### config.mk
export PLATFORM = sky130hd
export DESIGN_NAME = seq_shift_add_mul
export DESIGN_NICKNAME = d
export VERILOG_FILES = /design/src/rtl/seq_mul_pkg.sv /design/src/rtl/seq_mul_dp.sv /design/src/rtl/seq_shift_add_mul.sv
export SDC_FILE = /design/constraint.sdc
export NUM_CORES = 1
export LEC_CHECK = 0
export BUFFER_PORTS_ARGS = -buffer_cell sky130_fd_sc_hd__buf_2
export CAP_MARGIN = 20
export CORE_ASPECT_RATIO = 0.9
export CORE_MARGIN = 2
export CORE_UTILIZATION = 45
export DETAILED_ROUTE_END_ITERATION = 10
export PLACE_DENSITY = 0.73
export SYNTH_ARGS = -nofsm -noshare
export SYNTH_HDL_FRONTEND = slang
export SYNTH_SLANG_ARGS = --single-unit
### constraint.sdc
create_clock -name clk -period 2.5 [get_ports clk]
set_input_delay 0.5 -clock clk [delete_from_list [all_inputs] [get_ports clk]]
set_output_delay 0.5 -clock clk [all_outputs]
set_load 0.02 [all_outputs]
### src/rtl/seq_mul_pkg.sv
// -----------------------------------------------------------------------------
// seq_mul_pkg
// Shared definitions for the sequential shift-and-add multiplier:
//   - state_e   : 2-bit FSM encoding (ST_IDLE=0, ST_CALC=1, ST_DONE=2)
//   - cnt_width : width of the iteration counter for a given operand width
// Optional build macro used by the importing modules: SEQ_MUL_EARLY_TERM_EN
// -----------------------------------------------------------------------------
package seq_mul_pkg;

  typedef enum logic [1:0] {
    ST_IDLE = 2'd0,
    ST_CALC = 2'd1,
    ST_DONE = 2'd2
  } state_e;

  // The counter must be able to hold WIDTH (value after the final step).
  function automatic int cnt_width(input int width);
    return $clog2(width + 1);
  endfunction

endpackage

### src/rtl/seq_mul_dp.sv
// -----------------------------------------------------------------------------
// seq_mul_dp
// Datapath of the shift-and-add multiplier: multiplicand / multiplier shift
// registers, accumulator adder and iteration counter.
// Ports:
//   clk       rising-edge clock
//   rst       synchronous reset, active high (clears all registers)
//   load_i    latch a/b, clear accumulator and counter
//   step_i    perform one shift-and-add iteration
//   a_i, b_i  operands (WIDTH bits)
//   last_o    the current step is the final one
//   acc_sum_o accumulator value after the current step (2*WIDTH bits)
// Build macro: SEQ_MUL_EARLY_TERM_EN -- when defined, last_o also asserts as
// soon as the remaining multiplier bits are all zero.
// -----------------------------------------------------------------------------
module seq_mul_dp
  import seq_mul_pkg::*;
#(
  parameter int WIDTH = 4
) (
  input  logic                 clk,
  input  logic                 rst,
  input  logic                 load_i,
  input  logic                 step_i,
  input  logic [WIDTH-1:0]     a_i,
  input  logic [WIDTH-1:0]     b_i,
  output logic                 last_o,
  output logic [2*WIDTH-1:0]   acc_sum_o
);

  localparam int CNT_W = cnt_width(WIDTH);
  localparam int PW    = 2 * WIDTH;

  logic [PW-1:0]    mcand_q, mcand_d;
  logic [PW-1:0]    acc_q, acc_d;
  logic [WIDTH-1:0] mplier_q, mplier_d;
  logic [CNT_W-1:0] cnt_q, cnt_d;
  logic [PW-1:0]    acc_sum_s;
  logic [WIDTH-1:0] mplier_shr_s;
  logic             last_s;

  // Next-state for the datapath registers and the final-step detection.
  always_comb begin
    acc_sum_s    = mplier_q[0] ? (acc_q + mcand_q) : acc_q;
    mplier_shr_s = mplier_q >> 1;
    mcand_d      = mcand_q;
    mplier_d     = mplier_q;
    acc_d        = acc_q;
    cnt_d        = cnt_q;
    if (load_i) begin
      mcand_d  = {{WIDTH{1'b0}}, a_i};
      mplier_d = b_i;
      acc_d    = '0;
      cnt_d    = '0;
    end else if (step_i) begin
      mcand_d  = mcand_q << 1;
      mplier_d = mplier_shr_s;
      acc_d    = acc_sum_s;
      cnt_d    = cnt_q + CNT_W'(1);
    end else begin
      mcand_d  = mcand_q;
      mplier_d = mplier_q;
      acc_d    = acc_q;
      cnt_d    = cnt_q;
    end
`ifdef SEQ_MUL_EARLY_TERM_EN
    // Once no set multiplier bits remain, later iterations cannot change acc.
    last_s = (cnt_q == CNT_W'(WIDTH - 1)) || (mplier_shr_s == '0);
`else
    last_s = (cnt_q == CNT_W'(WIDTH - 1));
`endif
  end

  // Datapath register bank with synchronous reset.
  always_ff @(posedge clk) begin
    if (rst) begin
      mcand_q  <= '0;
      mplier_q <= '0;
      acc_q    <= '0;
      cnt_q    <= '0;
    end else begin
      mcand_q  <= mcand_d;
      mplier_q <= mplier_d;
      acc_q    <= acc_d;
      cnt_q    <= cnt_d;
    end
  end

  assign last_o    = last_s;
  assign acc_sum_o = acc_sum_s;

endmodule

### src/rtl/seq_shift_add_mul.sv
// -----------------------------------------------------------------------------
// seq_shift_add_mul
// Parametrised sequential unsigned multiplier, z = a * b, computed by a
// shift-and-add datapath (seq_mul_dp) under a start/busy/done handshake.
// Ports:
//   clk    rising-edge clock
//   rst    synchronous reset, active high; aborts any operation, clears z
//   start  request, accepted when the block is IDLE or DONE
//   a, b   operands (WIDTH bits), latched on acceptance
//   busy   high while calculating
//   done   one-cycle completion pulse
//   z      last completed product (2*WIDTH bits), held until next completion
// Build macro: SEQ_MUL_EARLY_TERM_EN (early termination when the remaining
// multiplier bits are zero; results are identical, only latency changes).
// -----------------------------------------------------------------------------
module seq_shift_add_mul
  import seq_mul_pkg::*;
#(
  parameter int WIDTH = 4
) (
  input  logic                 clk,
  input  logic                 rst,
  input  logic                 start,
  input  logic [WIDTH-1:0]     a,
  input  logic [WIDTH-1:0]     b,
  output logic                 busy,
  output logic                 done,
  output logic [2*WIDTH-1:0]   z
);

  state_e               state_q, state_d;
  logic [2*WIDTH-1:0]   z_q, z_d;
  logic                 busy_q, busy_d;
  logic                 done_q, done_d;
  logic                 load_s, step_s;
  logic                 last_s;
  logic [2*WIDTH-1:0]   acc_sum_s;

  seq_mul_dp #(
    .WIDTH (WIDTH)
  ) u_dp (
    .clk       (clk),
    .rst       (rst),
    .load_i    (load_s),
    .step_i    (step_s),
    .a_i       (a),
    .b_i       (b),
    .last_o    (last_s),
    .acc_sum_o (acc_sum_s)
  );

  // FSM next-state, datapath control and next values of the output registers.
  always_comb begin
    state_d = state_q;
    z_d     = z_q;
    busy_d  = 1'b0;
    done_d  = 1'b0;
    load_s  = 1'b0;
    step_s  = 1'b0;
    case (state_q)
      ST_IDLE: begin
        if (start) begin
          load_s  = 1'b1;
          busy_d  = 1'b1;
          state_d = ST_CALC;
        end else begin
          state_d = ST_IDLE;
        end
      end
      ST_CALC: begin
        step_s = 1'b1;
        if (last_s) begin
          // z only ever sees the finished product, never a partial sum.
          z_d     = acc_sum_s;
          done_d  = 1'b1;
          state_d = ST_DONE;
        end else begin
          busy_d  = 1'b1;
          state_d = ST_CALC;
        end
      end
      ST_DONE: begin
        if (start) begin
          load_s  = 1'b1;
          busy_d  = 1'b1;
          state_d = ST_CALC;
        end else begin
          state_d = ST_IDLE;
        end
      end
      default: begin
        state_d = ST_IDLE;
      end
    endcase
  end

  // State and output registers; reset wins over every other input.
  always_ff @(posedge clk) begin
    if (rst) begin
      state_q <= ST_IDLE;
      z_q     <= '0;
      busy_q  <= 1'b0;
      done_q  <= 1'b0;
    end else begin
      state_q <= state_d;
      z_q     <= z_d;
      busy_q  <= busy_d;
      done_q  <= done_d;
    end
  end

  assign busy = busy_q;
  assign done = done_q;
  assign z    = z_q;

endmodule
**Word-level counts from Yosys, hierarchy flattened**

Cells that the tools add are included.

- Output and inout port bits: 10
- Input port bits: 11
- Flip-flop bits (word level): 35

- Muxes and demuxes: 14
- Add/sub/neg operators: 2
- Reductions and logical operators: 6
- Equal/unequal tests: 3
- Bitwise logic cells: 1

Operators with widths:

| cell | count |
|---|---|
| $mux 4 | 4 |
| $add 8x8->8 | 1 |
| $mux 8 | 1 |
| $mux 1 | 6 |
| $reduce_or 2->1 | 3 |
| $pmux 2 s2 | 1 |
| $add 3x1->3 const B | 1 |
| $eq 3x2->1 const B | 1 |
| $eq 2x1->1 const B | 1 |
| $eq 2x2->1 const B | 1 |
| $logic_not 2->1 | 1 |
| $mux 2 | 1 |
| $pmux 1 s2 | 1 |
| $reduce_and 2->1 | 1 |
| $reduce_bool 2->1 | 1 |
| $not 1->1 | 1 |

**Logic depth before layout (Yosys ltp)**

Gate-level depths: netlist of the first run.

- Depth after elaboration: 4
- Mapped depth: 8
- Gate-level depth less buffers: 8

**Hierarchy**

From an unflattened synthesis of the first run, not the netlist that was laid out.

- Cell total of the unflattened synthesis: 212
- Area total of the unflattened synthesis: 1874.3 sq um

By module, submodules not included:

| module | cells each | times used | area each (sq um) | sequential area each (sq um) |
|---|---|---|---|---|
| seq_mul_dp | 167 | 1 | 1400.1 | 460.4 |
| seq_shift_add_mul | 45 | 1 | 474.2 | 220.2 |

**Worst setup path after synthesis of the first run**

OpenSTA, ideal clock, no wires.

- Path type: reg-to-reg
- Start point: register u_dp.acc_q[0]
- End point: register z_q[4] (netlist: z[4])
- Path buffers: 0
- Required time: 2.409 ns
- Period minus slack after synthesis: 1.817 ns
- Stages on the path, launching flop included: 9
- Setup slack: 0.683 ns
- Data arrival time: 1.726 ns
- Cells stage by stage: dfxtp_1 ha_1 inv_1 fa_1 nand2b_1 nand2b_1 a21oi_1 mux2_2 a311oi_1

- Word-level cells in the longest chain between the ends: 2

RTL lines:

| element | RTL line | source |
|---|---|---|
| start, declared | seq_mul_dp.sv:35 | `logic [PW-1:0] acc_q, acc_d;` |
| start signal, assigned | seq_mul_dp.sv:79 | `acc_q <= '0;` |
| start signal, assigned | seq_mul_dp.sv:84 | `acc_q <= acc_d;` |
| $add 8x8->8 | seq_mul_dp.sv:44 | `acc_sum_s = mplier_q[0] ? (acc_q + mcand_q) : acc_q;` |
| $mux 8 | seq_mul_dp.sv:44 |  |
| end signal, assigned | seq_shift_add_mul.sv:106 | `z_q <= z_d;` |
| end, declared | seq_shift_add_mul.sv:32 | `logic [2*WIDTH-1:0] z_q, z_d;` |

Every way passes these cells.
A chain may end at the register's enable or synchronous reset.

**Final worst setup path of the first run**

- Start point: register u_dp.acc_q[0]
- End point: register u_dp.acc_q[6]

- Word-level cells in the longest chain between the ends: 2

RTL lines:

| element | RTL line |
|---|---|
| $add 8x8->8 | seq_mul_dp.sv:44 |
| $mux 8 | seq_mul_dp.sv:44 |

Every way passes these cells.

==> results.md, run 1 <==
* Max Cap Viol at 0
* Die Ht at 61.82 µm
* H-tree Lvls at 2
* Number of core rows at 20
* Total gr overflow at 0
* Die area at 4219 µm²
* Crit share post-route at 0.7835
* Leak at 0.7466 nW
* Sequential-to-total area share from yosys stat at 0.4072
* Setup Skew at 0.007503 ns
* Post-CTS sizing at 0
* Die Width at 68.25 µm
* Drt first pass iters at 4
* Critical Path AT at 2.14 ns
* RSZ-0062 raised after global routing: false
* Clock tree buffer depth at 2
* Peak Freq at 510.5 MHz
* Max rail drop VDD at 0.4133 mV
* Netlist cell types at 33
* I/O Buffers at 20
* CP Max Fanout at 3
* CP Class: reg -> reg
* Hold-critical path depth at 2
* Slew HR at 0.5622
* Main synth FF type: dfxtp_1
* Share of layout cells above drive strength 1 at 0.1697
* Root Driver: clkbuf_8
* DRC Markers at 0
* Post-place instance area at 1803 µm²
* Measured slew at the worst slew-check pin at 0.6567 ns
* Yosys Warn Count at 0
* Fin nets at 238
* Antenna viol nets, final at 0
* R2R depth at 8
* Vias per cell at 5.324
* Core Footprint at 3478 µm²
* Initial antenna violation count at 0
* Num CTS Buffers at 5
* Hold_ws at 0.4485 ns
* Initial Utilization at 0.4806
* Syn_nets at 219
* Violation count after the first detailed-route iteration at 57
* Pin count of the biggest net entering global routing at 20
* Via count at 1,395
* Final period demand of the worst path at 1.959 ns
* Final setup TNS at 0 ns
* CTS tree: yes
* CP endpoint kind: flop
* Register bit count reported by yosys at 34
* Mean Syn Cell Area at 8.442 µm²
* Number of global-route vias before repair at 1,157
* CP startpoint kind: flop
* Fin area at 1913 µm²
* P per Cell Area at 608.1 nW/µm²
* Worst Path Required at 2.68 ns
* Cells after Synth at 198
* First-pass GRT wire length at 5333 µm
* WL/cell at 12.84 µm
* Max Slew Vio Count at 0
* Clock sinks at 34
* Global-route total usage across every layer at 0.1741
* Clock Latency Late Sink at 0.28 ns
* Synthesized area at 1672 µm²
* Hold-fix buffers, CTS at 0
* Final WL at 3365 µm
* Area Growth Syn to Fin at 14.45%
* Dpl hpwl at 2480 µm
* Placer Congestion at 0.7905
* Worst min path class: reg -> reg
* Setup Fix Bufs, Post-CTS at 0
* Post-synth EDFFs at 0
* Diode count at 0
* CTS clk-pin slew, worst paths at 0.07 ns
* Status: complete, no violations
* I/O pin total at 21
* Final Hold Viols at 0
* Ys async rst share at 0
* # setup viols final at 0
## area by class of cell
cell class                      instances  area [µm²]
Inverter                                6       22.52
Sequential cell                        34       680.7
Tap cell                               44       55.05
Clock buffer                            8       110.1
Fill cell                             327        1565
Timing Repair Buffer                   23       122.6
Multi-Input combinational cell        147       922.1
## worst paths after layout
kind,startpoint,to,slack (ns)
max,u_dp.acc_q[0],u_dp.acc_q[6],0.54
min,z[1],z[1],0.45
max reg2reg,u_dp.acc_q[0],u_dp.acc_q[6],0.54
min reg2reg,z[1],z[1],0.45
## kinds of logic after synthesis
logic type | after synthesis | share of synthesized area
muxes | 8 | 0.04865
AOI/OAI and AO/OA | 43 | 0.1796
and+or+nand+nor | 80 | 0.2126
DFF | 34 | 0.4072
adders and majority gates | 10 | 0.07934
buffers and inverters | 17 | 0.04117
xor gates and xnor gates | 6 | 0.03144
## sequential cells by signal, summed over array words and instances, names as in the netlist
register       count
z                  8
done               1
u_dp.mcand_q       8
u_dp.cnt_q         3
u_dp.acc_q         8
u_dp.mplier_q      4
state_q            2
## critical path, cell delays in order, from the launching register on
cell and delay [ns]:
dfxtp_1 0.36, ha_1 0.19, inv_1 0.06, fa_1 0.40
nand2b_1 0.18, a21oi_1 0.16, mux2i_1 0.26, nor3_1 0.08
a211oi_1 0.19
## per-stage QoR
stage / worst slack [ns] / power (mW) / std cells / utilization
CTS: 0.5371 / 1.170 / 262 / 0.5500
global route: 0.3607 / 1.206 / 262 / 0.5500
finish: 0.5412 / 1.163 / 262 / 0.5500
detailed placement: 0.5617 / 0.7153 / 254 / 0.5183
floorplan: 0.6829 / 0.6812 / 198 / -
global placement: 0.6168 / 0.7122 / 254 / 0.5183
## Yosys cell counts (2+ instances only)
cell type  count  area (µm²)
mux2i_1        7       70.07
xor2_1         4       35.03
nand2b_1       8       50.05
buf_2          4       20.02
a21oi_1       15       75.07
o211ai_1       3       22.52
a311oi_1       5       43.79
dfxtp_1       34       680.7
nand2_1       31       116.4
o21ai_0        2       10.01
a211oi_1       8       60.06
nor3_1        10       50.05
and2_1         2       12.51
o22ai_1        3       18.77
nor2_1        24       90.09
clkbuf_1       7       26.28
inv_1          6       22.52
xnor2_1        2       17.52
ha_1           9       112.6
## metal layers
layer | up-vias | wire (µm) | track usage
met5 | - | 0 | 0
met4 | 0 | 38 | 0.06857
met3 | 4 | 132 | 0.05225
met2 | 29 | 1434 | 0.2566
met1 | 639 | 1759 | 0.2400
li1 | 723 | - | -
## where the power goes
part           internal, mW  total (mW)  switching (mW)
Sequential            0.560       0.581          0.0213
Clock                 0.278       0.460           0.182
Combinational        0.0493       0.122          0.0729
Total                 0.887        1.16           0.276
## cells in the final DEF, fill, tap and decap left out
cell type,n
a221oi_2,1
o31ai_1,1
nor2b_1,1
dfxtp_1,34
o211ai_1,3
nand2_1,31
o21a_1,1
mux2_2,1
a211oi_1,8
a21oi_1,15
and2_1,2
o22ai_1,3
o21ai_0,2
buf_4,3
nor3b_1,1
nor3_2,1
o21ai_2,1
nor3_1,10
inv_1,6
a31oi_1,1
and2b_1,1
xor2_1,4
a211oi_2,1
o211ai_2,1
buf_2,20
clkbuf_8,8
nand2b_1,8
fa_1,1
mux2i_1,7
nand3_1,1
ha_1,9
xnor2_1,2
a311oi_1,5
nor2_1,24
(Power assumes the default switching activity.)
==> run 2, diff against run 1 <==
Settings changed: ABC_AREA set to 1, PLACE_DENSITY 0.73 to 0.76.
Clock period 2.5 ns to 1.6 ns, I/O delays scaled along.
==> run 2 against run 1 <==
Against the previous run:
- critical endpoint unchanged
- register-to-register slack got worse by 0.56 ns
- the run now ends with setup timing left
- sequential cell count stayed put
- synthesized area up 4.9%
- power rose by 76%
- cell count up 21%
==> results.md, run 2 <==
* Sequential-to-total area share from yosys stat at 0.3880 (-0.01917)
* Most frequent cells in the layout: nand2_1 (45), dfxtp_1 (31), inv_1 (29)
* CP Class: reg -> reg
* I/O pin total at 21 (unchanged)
* Num CTS Buffers at 5 (unchanged)
* Reg-to-reg startpoint: u_dp.mcand_q[0]
* Initial Utilization at 0.4702 (-0.01042)
* Clock Latency Late Sink at 0.29 ns (about the same)
* Met1 Usage GRT at 0.2721 (+0.03214)
* CP endpoint kind: flop
* Area Growth Syn to Fin at 25.68%
* Share of the synthesized area in the top cell type at 0.3880 (-0.01917)
* P per Cell Area at 928.7 nW/µm² (+53%)
* GR Layer Usage met2 at 0.3024 (+0.04579)
* Vias per cell at 5.250 (-1.4%)
* DRC Markers at 0 (unchanged)
* CP startpoint kind: flop
* CP Max Fanout at 3 (unchanged)
* Hold Startpoint: a[2]
* Synthesized area at 1754 µm² (+4.9%)
* Share of layout cells above drive strength 1 at 0.2778 (+0.1081)
* Drt first pass iters at 4 (unchanged)
* Register bit count reported by yosys at 34 (unchanged)
* Final period demand of the worst path at 1.620 ns (-0.3389 ns)
* RSZ-0062 raised after global routing: true
* Ys async rst share at 0 (unchanged)
* I/O Buffers at 20 (unchanged)
* Main synth FF type: dfxtp_1
* Netlist cell types at 31 (-6.1%)
* Antenna viol nets, final at 0 (unchanged)
* Clock tree buffer depth at 2 (unchanged)
* Diode count at 0 (unchanged)
* Slew HR at 0.7777 (+0.2155)
* CTS clk-pin slew, worst paths at 0.07 ns (about the same)
* Failing checks: setup timing
* Die Ht at 63.23 µm (+2.3%)
* Worst min path class: in -> reg
* Pin count of the biggest net entering global routing at 23 (+15%)
* Count leader, synth: nand2_1
* Final WL at 4232 µm (+26%)
* Via count at 1,659 (+19%)
* H-tree Lvls at 2 (unchanged)
* Setup slack, reg-to-reg at -0.02 ns (-0.56 ns)
* Fin cells at 316 (+21%)
* Final setup TNS at -0.05009 ns (-0.05009 ns)
* Max rail drop VDD at 0.7395 mV (+79%)
* Crit share post-route at 1.012 (+0.2289)
* Syn_nets at 259 (+18%)
* Die Width at 69.81 µm (+2.3%)
* WL/cell at 13.39 µm (+4.3%)
* Cells after Synth at 238 (+20%)
* Cells after DPL at 305 (+20%)
* Max Slew Vio Count at 0 (unchanged)
* Synth top area cells: dfxtp_1 (39%), nand2_1 (10%), inv_1 (6.6%)
* Core Footprint at 3731 µm² (+7.3%)
* Endpoint, Worst Hold: u_dp.mcand_q[2]
* Status: finished with violations
* Peak Freq at 617.3 MHz (+21%)
* Synth top cells by count: nand2_1 (48), dfxtp_1 (34), inv_1 (31), nor2_1 (21), a21oi_1 (17)
* Worst Setup SP: u_dp.mcand_q[0]
* Global-route total usage across every layer at 0.1997 (+0.02563)
* Max Cap Viol at 0 (unchanged)
* Critical Path AT at 1.81 ns (-0.33 ns)
* Post-synth EDFFs at 0 (unchanged)
* CTS tree: yes
* Number of core rows at 21 (+5.0%)
* Initial antenna violation count at 0 (unchanged)
* Root Driver: clkbuf_8
* Commonest non-fill, non-tap cell in the layout: nand2_1
* Placer Congestion at 0.8723 (+10%)
* First-pass GRT wire length at 6982 µm (+31%)
* Fin nets at 291 (+22%)
* Die area at 4414 µm² (+4.6%)
* Clock sinks at 34 (unchanged)
* Yosys Warn Count at 0 (unchanged)
* Gr busiest metal: met2
* Final Hold Viols at 0 (unchanged)
* Pre-CTS setup slack at -0.1028 ns (-0.6645 ns)
* Worst r2r dst: u_dp.acc_q[6]
* Hold-critical path depth at 3 (+1)
* Violation count after the first detailed-route iteration at 97 (+70%)
* Number of global-route vias before repair at 1,535 (+33%)
* Dpl hpwl at 2755 µm (+11%)
* Total gr overflow at 0 (unchanged)
* Hold_ws at 0.2988 ns (-0.1498 ns)
* R2R depth at 13 (+5)
* Setup Skew at 0.004533 ns (-0.002970 ns)
* Measured slew at the worst slew-check pin at 0.3314 ns (-0.3253 ns)
* Final worst slack at -0.01988 ns (-0.5611 ns)
* Mean Syn Cell Area at 7.371 µm² (-13%)
* GR Util met3 at 0.04160 (-0.01065)
* Worst Path Required at 1.79 ns (-0.89 ns)
* Leak at 1.013 nW (+36%)
* Cell taking the most area after synthesis: dfxtp_1
* Final Core Density at 0.5909 (+0.04088)
* # setup viols final at 3 (+3)
run 2: cell type report:
cell class | instances | area [µm²]
Inverter | 38 | 142.6
Multi-Input combinational cell | 158 | 1010
Timing Repair Buffer | 33 | 197.7
Fill cell | 346 | 1526
Sequential cell | 34 | 684.4
Clock inverter | 1 | 30.03
Clock buffer | 6 | 82.58
Tap cell | 46 | 57.56
run 2: where the power goes:
group / internal, mW / switching (mW)
sequential: 0.887 / 0.0282
clock: 0.498 / 0.303
combinational: 0.130 / 0.201
total: 1.51 / 0.533
run 2: worst max path at each step:
stage | to | slack [ns] | depth (start not counted)
2_1_floorplan | u_dp.acc_q[6] | 0.01 | 13
3_3_place_gp | u_dp.acc_q[6] | -0.04 | 13
3_5_place_dp | z[6] | -0.10 | 13
4_1_cts | z[6] | 0.005 | 13
5_1_grt | u_dp.acc_q[6] | -0.12 | 13
6_report | u_dp.acc_q[6] | -0.02 | 13
run 2: cell families (layout without fill, tap and decap cells):
family | Yosys count | after routing | share of synthesized area
simple gates | 94 | 94 | 0.2397
xor+xnor | 1 | 1 | 0.004994
fa+ha+maj | 10 | 10 | 0.07561
flops | 34 | 34 | 0.3880
compound gates | 53 | 53 | 0.1812
buf+inv | 46 | 78 | 0.1105
run 2: layer usage:
layer / up-vias / share of wire
li1: 832 / -
met3: 15 / 0.047
met1: 768 / 0.46
met5: - / 0
met2: 44 / 0.46
met4: 0 / 0.032
run 2: timing repair:
item,CTS,global route
endpoints found under the setup margin,4,13
hold buffers,0,0
pin swaps,1,9
buffers inserted,4,0
endpoints found under the hold margin,0,0
gates resized for setup,8,19
run 2: worst max-delay path: stages (launching register included):
cell      delay, ns
dfxtp_2        0.35
ha_4           0.14
inv_2          0.03
fa_2           0.32
inv_2          0.07
nand2_2        0.06
nand2_2        0.08
nand3b_1       0.10
nand2_1        0.07
nand2_1        0.06
nand3_2        0.06
nand3_1        0.06
nand2_1        0.07
inv_1          0.03
run 2: through the flow:
step / instance area (µm²) / power, mW
3_5_place_dp: 1928 / 1.211
2_1_floorplan: 1754 / 1.127
5_1_grt: 2205 / 2.146
6_report: 2205 / 2.047
4_1_cts: 2096 / 2.015
3_3_place_gp: 1928 / 1.203
==> run 3, diff against run 2 <==
Settings changed: CORE_UTILIZATION 45 to 30, HOLD_SLACK_MARGIN set to 0.02, PLACE_DENSITY 0.76 to 0.57.
Clock period 1.6 ns to 1.45 ns, I/O delays scaled along.
==> run 3 against run 2 <==
Against the previous run:
- the flow still finishes with violations (setup timing)
- critical path depth is 1 lower
- utilization decreased by 18 points
- clock skew about the same
- critical endpoint is now z[4]
==> results.md, run 3 (same netlist as run 2, synthesis figures left out) <==
* Final period demand of the worst path at 1.624 ns (+0.003938 ns)
* Root Driver: clkbuf_8
* Initial antenna violation count at 0 (unchanged)
* GR Util met3 at 0.02600 (-0.01560)
* Pre-CTS setup slack at -0.1717 ns (-0.06887 ns)
* Seq pwr share at 0.493 (+0.046)
* I/O Buffers at 20 (unchanged)
* Crit-path leading delay family: adder cells
* Number of core rows at 26 (+24%)
* Pin count of the biggest net entering global routing at 23 (unchanged)
* Num CTS Buffers at 5 (unchanged)
* Dpl hpwl at 2988 µm (+8.5%)
* Initial Utilization at 0.3099 (-0.1603)
* WL/cell at 11.65 µm (-13%)
* Clock tree buffer depth at 2 (unchanged)
* Worst Path Required at 1.67 ns (-0.12 ns)
* Setup Skew at 0.004249 ns (-0.0002843 ns)
* Crit-path slowest cell: dfxtp_2
* Status: finished with violations
* Fillers at 592 (+71%)
* GR Layer Usage met2 at 0.2150 (-0.08742)
* Max rail drop VDD at 0.6328 mV (-14%)
* Hold-fix buffers, CTS at 0 (unchanged)
* Final Hold Viols at 0 (unchanged)
* Met1 Usage GRT at 0.1866 (-0.08546)
* Gate power share at 0.196 (+0.034)
* Setup slack, reg-to-reg at -0.17 ns (-0.15 ns)
* CTS clk-pin slew, worst paths at 0.06 ns (about the same)
* Via count at 1,647 (-0.72%)
* Gr busiest metal: met2
* Final worst slack at -0.1738 ns (-0.1539 ns)
* Most frequent cells in the layout: nand2_1 (44), buf_4 (30), inv_1 (29), dfxtp_1 (29), buf_2 (20)
* Clock sinks at 34 (unchanged)
* Worst path max stage delay at 0.36 ns (about the same)
* Critical Path AT at 1.85 ns (+0.04 ns)
* Placer Congestion at 0.8530 (-2.2%)
* CP Class: reg -> reg
* Slew HR at 0.7675 (-0.01019)
* Die area at 6476 µm² (+47%)
* Diode count at 0 (unchanged)
* # setup viols final at 8 (+5)
* Crit share post-route at 1.120 (+0.1074)
* DRC Markers at 0 (unchanged)
* Sw Ratio at 0.2775 (+0.01733)
* Leak at 1.106 nW (+9.2%)
* Levels on crit path at 12 (-1)
* Crit path buf inv count at 4 (+1)
* Critical Path End: z[4]
* Final Core Density at 0.4153 (-0.1755)
* Antenna viol nets, final at 0 (unchanged)
* CTS tree: yes
* Cells after DPL at 345 (+13%)
* Worst min path class: in -> reg
* Drt first pass iters at 4 (unchanged)
* Core Footprint at 5660 µm² (+52%)
* Total gr overflow at 0 (unchanged)
* CP startpoint kind: flop
* Share of layout cells above drive strength 1 at 0.3438 (+0.06597)
* P per Cell Area at 871.0 nW/µm² (-6.2%)
* Fin cells at 358 (+13%)
* Fin nets at 309 (+6.2%)
* Worst Setup SP: u_dp.mcand_q[0]
* Clock share of power at 0.312 (-0.079)
* Peak Freq at 615.8 MHz (-0.24%)
* Vias per cell at 4.601 (-12%)
* R2R depth at 12 (-1)
* Measured slew at the worst slew-check pin at 0.3484 ns (+0.01696 ns)
* Area Growth Syn to Fin at 34.02%
* Number of global-route vias before repair at 1,543 (+0.52%)
* CP endpoint kind: flop
* Commonest non-fill, non-tap cell in the layout: nand2_1
* I/O pin total at 21 (unchanged)
* NetSw at 568.3 µW (+6.7%)
* Die Ht at 76.55 µm (+21%)
* Die Width at 84.61 µm (+21%)
* Pint at 1.479 mW (-2.3%)
* RSZ-0062 raised after global routing: true
* First-pass GRT wire length at 7100 µm (+1.7%)
* Max Cap Viol at 0 (unchanged)
* H-tree Lvls at 2 (unchanged)
* Violation count after the first detailed-route iteration at 59 (-39%)
* Clock Latency Late Sink at 0.28 ns (about the same)
* Failing checks: setup timing
* Global-route total usage across every layer at 0.1347 (-0.06505)
* Reg-to-reg startpoint: u_dp.mcand_q[0]
* Final WL at 4169 µm (-1.5%)
* CP Cell Sequence: ha_4 > inv_2 > fa_2 > inv_2 > nand2_2 > nand2_2 > buf_4 > a21o_1 > nand3_2 > o211ai_1 > nand2_1 > inv_1
* Worst r2r dst: z[4]
* CP Max Fanout at 3 (unchanged)
* Max Slew Vio Count at 0 (unchanged)
* Pwr Total at 2.048 mW (about the same)
[run 3: power by group through the flow]
| stage | clock, mW | sequential [mW] | combinational (mW) |
|---|---|---|---|
| final | 0.638 | 1.01 | 0.401 |
| after global routing | 0.708 | 1.01 | 0.450 |
| after CTS | 0.667 | 1.01 | 0.388 |
| after detailed placement | 0 | 1.02 | 0.360 |
| after global placement | 0 | 1.02 | 0.358 |
| after floorplan | 0 | 1.02 | 0.226 |
[run 3: worst min path at each step]
stage	start	end	slack, ns	cells past startpoint
6_report	b[0]	u_dp.mplier_q[0]	0.28	3
5_1_grt	a[2]	u_dp.mcand_q[2]	0.28	3
4_1_cts	b[0]	u_dp.mplier_q[0]	0.27	3
3_5_place_dp	u_dp.mplier_q[2]	u_dp.mplier_q[1]	0.46	2
3_3_place_gp	u_dp.cnt_q[1]	u_dp.cnt_q[1]	0.45	2
2_1_floorplan	u_dp.mplier_q[2]	u_dp.mplier_q[1]	0.43	2
[run 3: cell type report]
cell class | instances | area [µm²] | area share
clock buffer | 7 | 76.32 | 0.03246
timing repair buffer | 51 | 345.3 | 0.1469
inverter | 38 | 145.1 | 0.06174
sequential | 34 | 686.9 | 0.2922
multi-input combinational | 158 | 1010 | 0.4295
tap | 70 | 87.58 | 0.03725
[run 3: stage by stage]
| stage | area [µm²] | TNS, ns | hold slack, ns |
|---|---|---|---|
| 2_1_floorplan | 1777 | -0.1584 | 0.4305 |
| 3_3_place_gp | 2113 | -0.6836 | 0.4549 |
| 3_5_place_dp | 2113 | -0.9698 | 0.4582 |
| 4_1_cts | 2272 | -0.4294 | 0.2738 |
| 5_1_grt | 2351 | -1.874 | 0.2833 |
| 6_report | 2351 | -0.8693 | 0.2781 |
[run 3: worst min-delay path: cells and delay by family]
family | cells | cell delay [ns]
buffers and inverters | 1 | 0.10
AO/OA/AOI/OAI | 1 | 0.06
AND/OR/NAND/NOR | 1 | 0.05
[run 3: what timing repair did]
item / in CTS / in global routing
buffers inserted: 2 / 5
pin swaps: 15 / 10
gates resized for setup: 18 / 11
setup endpoints to repair: 13 / 15
[run 3: layer usage]
metal,routed length (µm),share of wire
met1,2152,0.52
met2,1878,0.45
met3,91,0.022
met4,46,0.011
met5,0,0
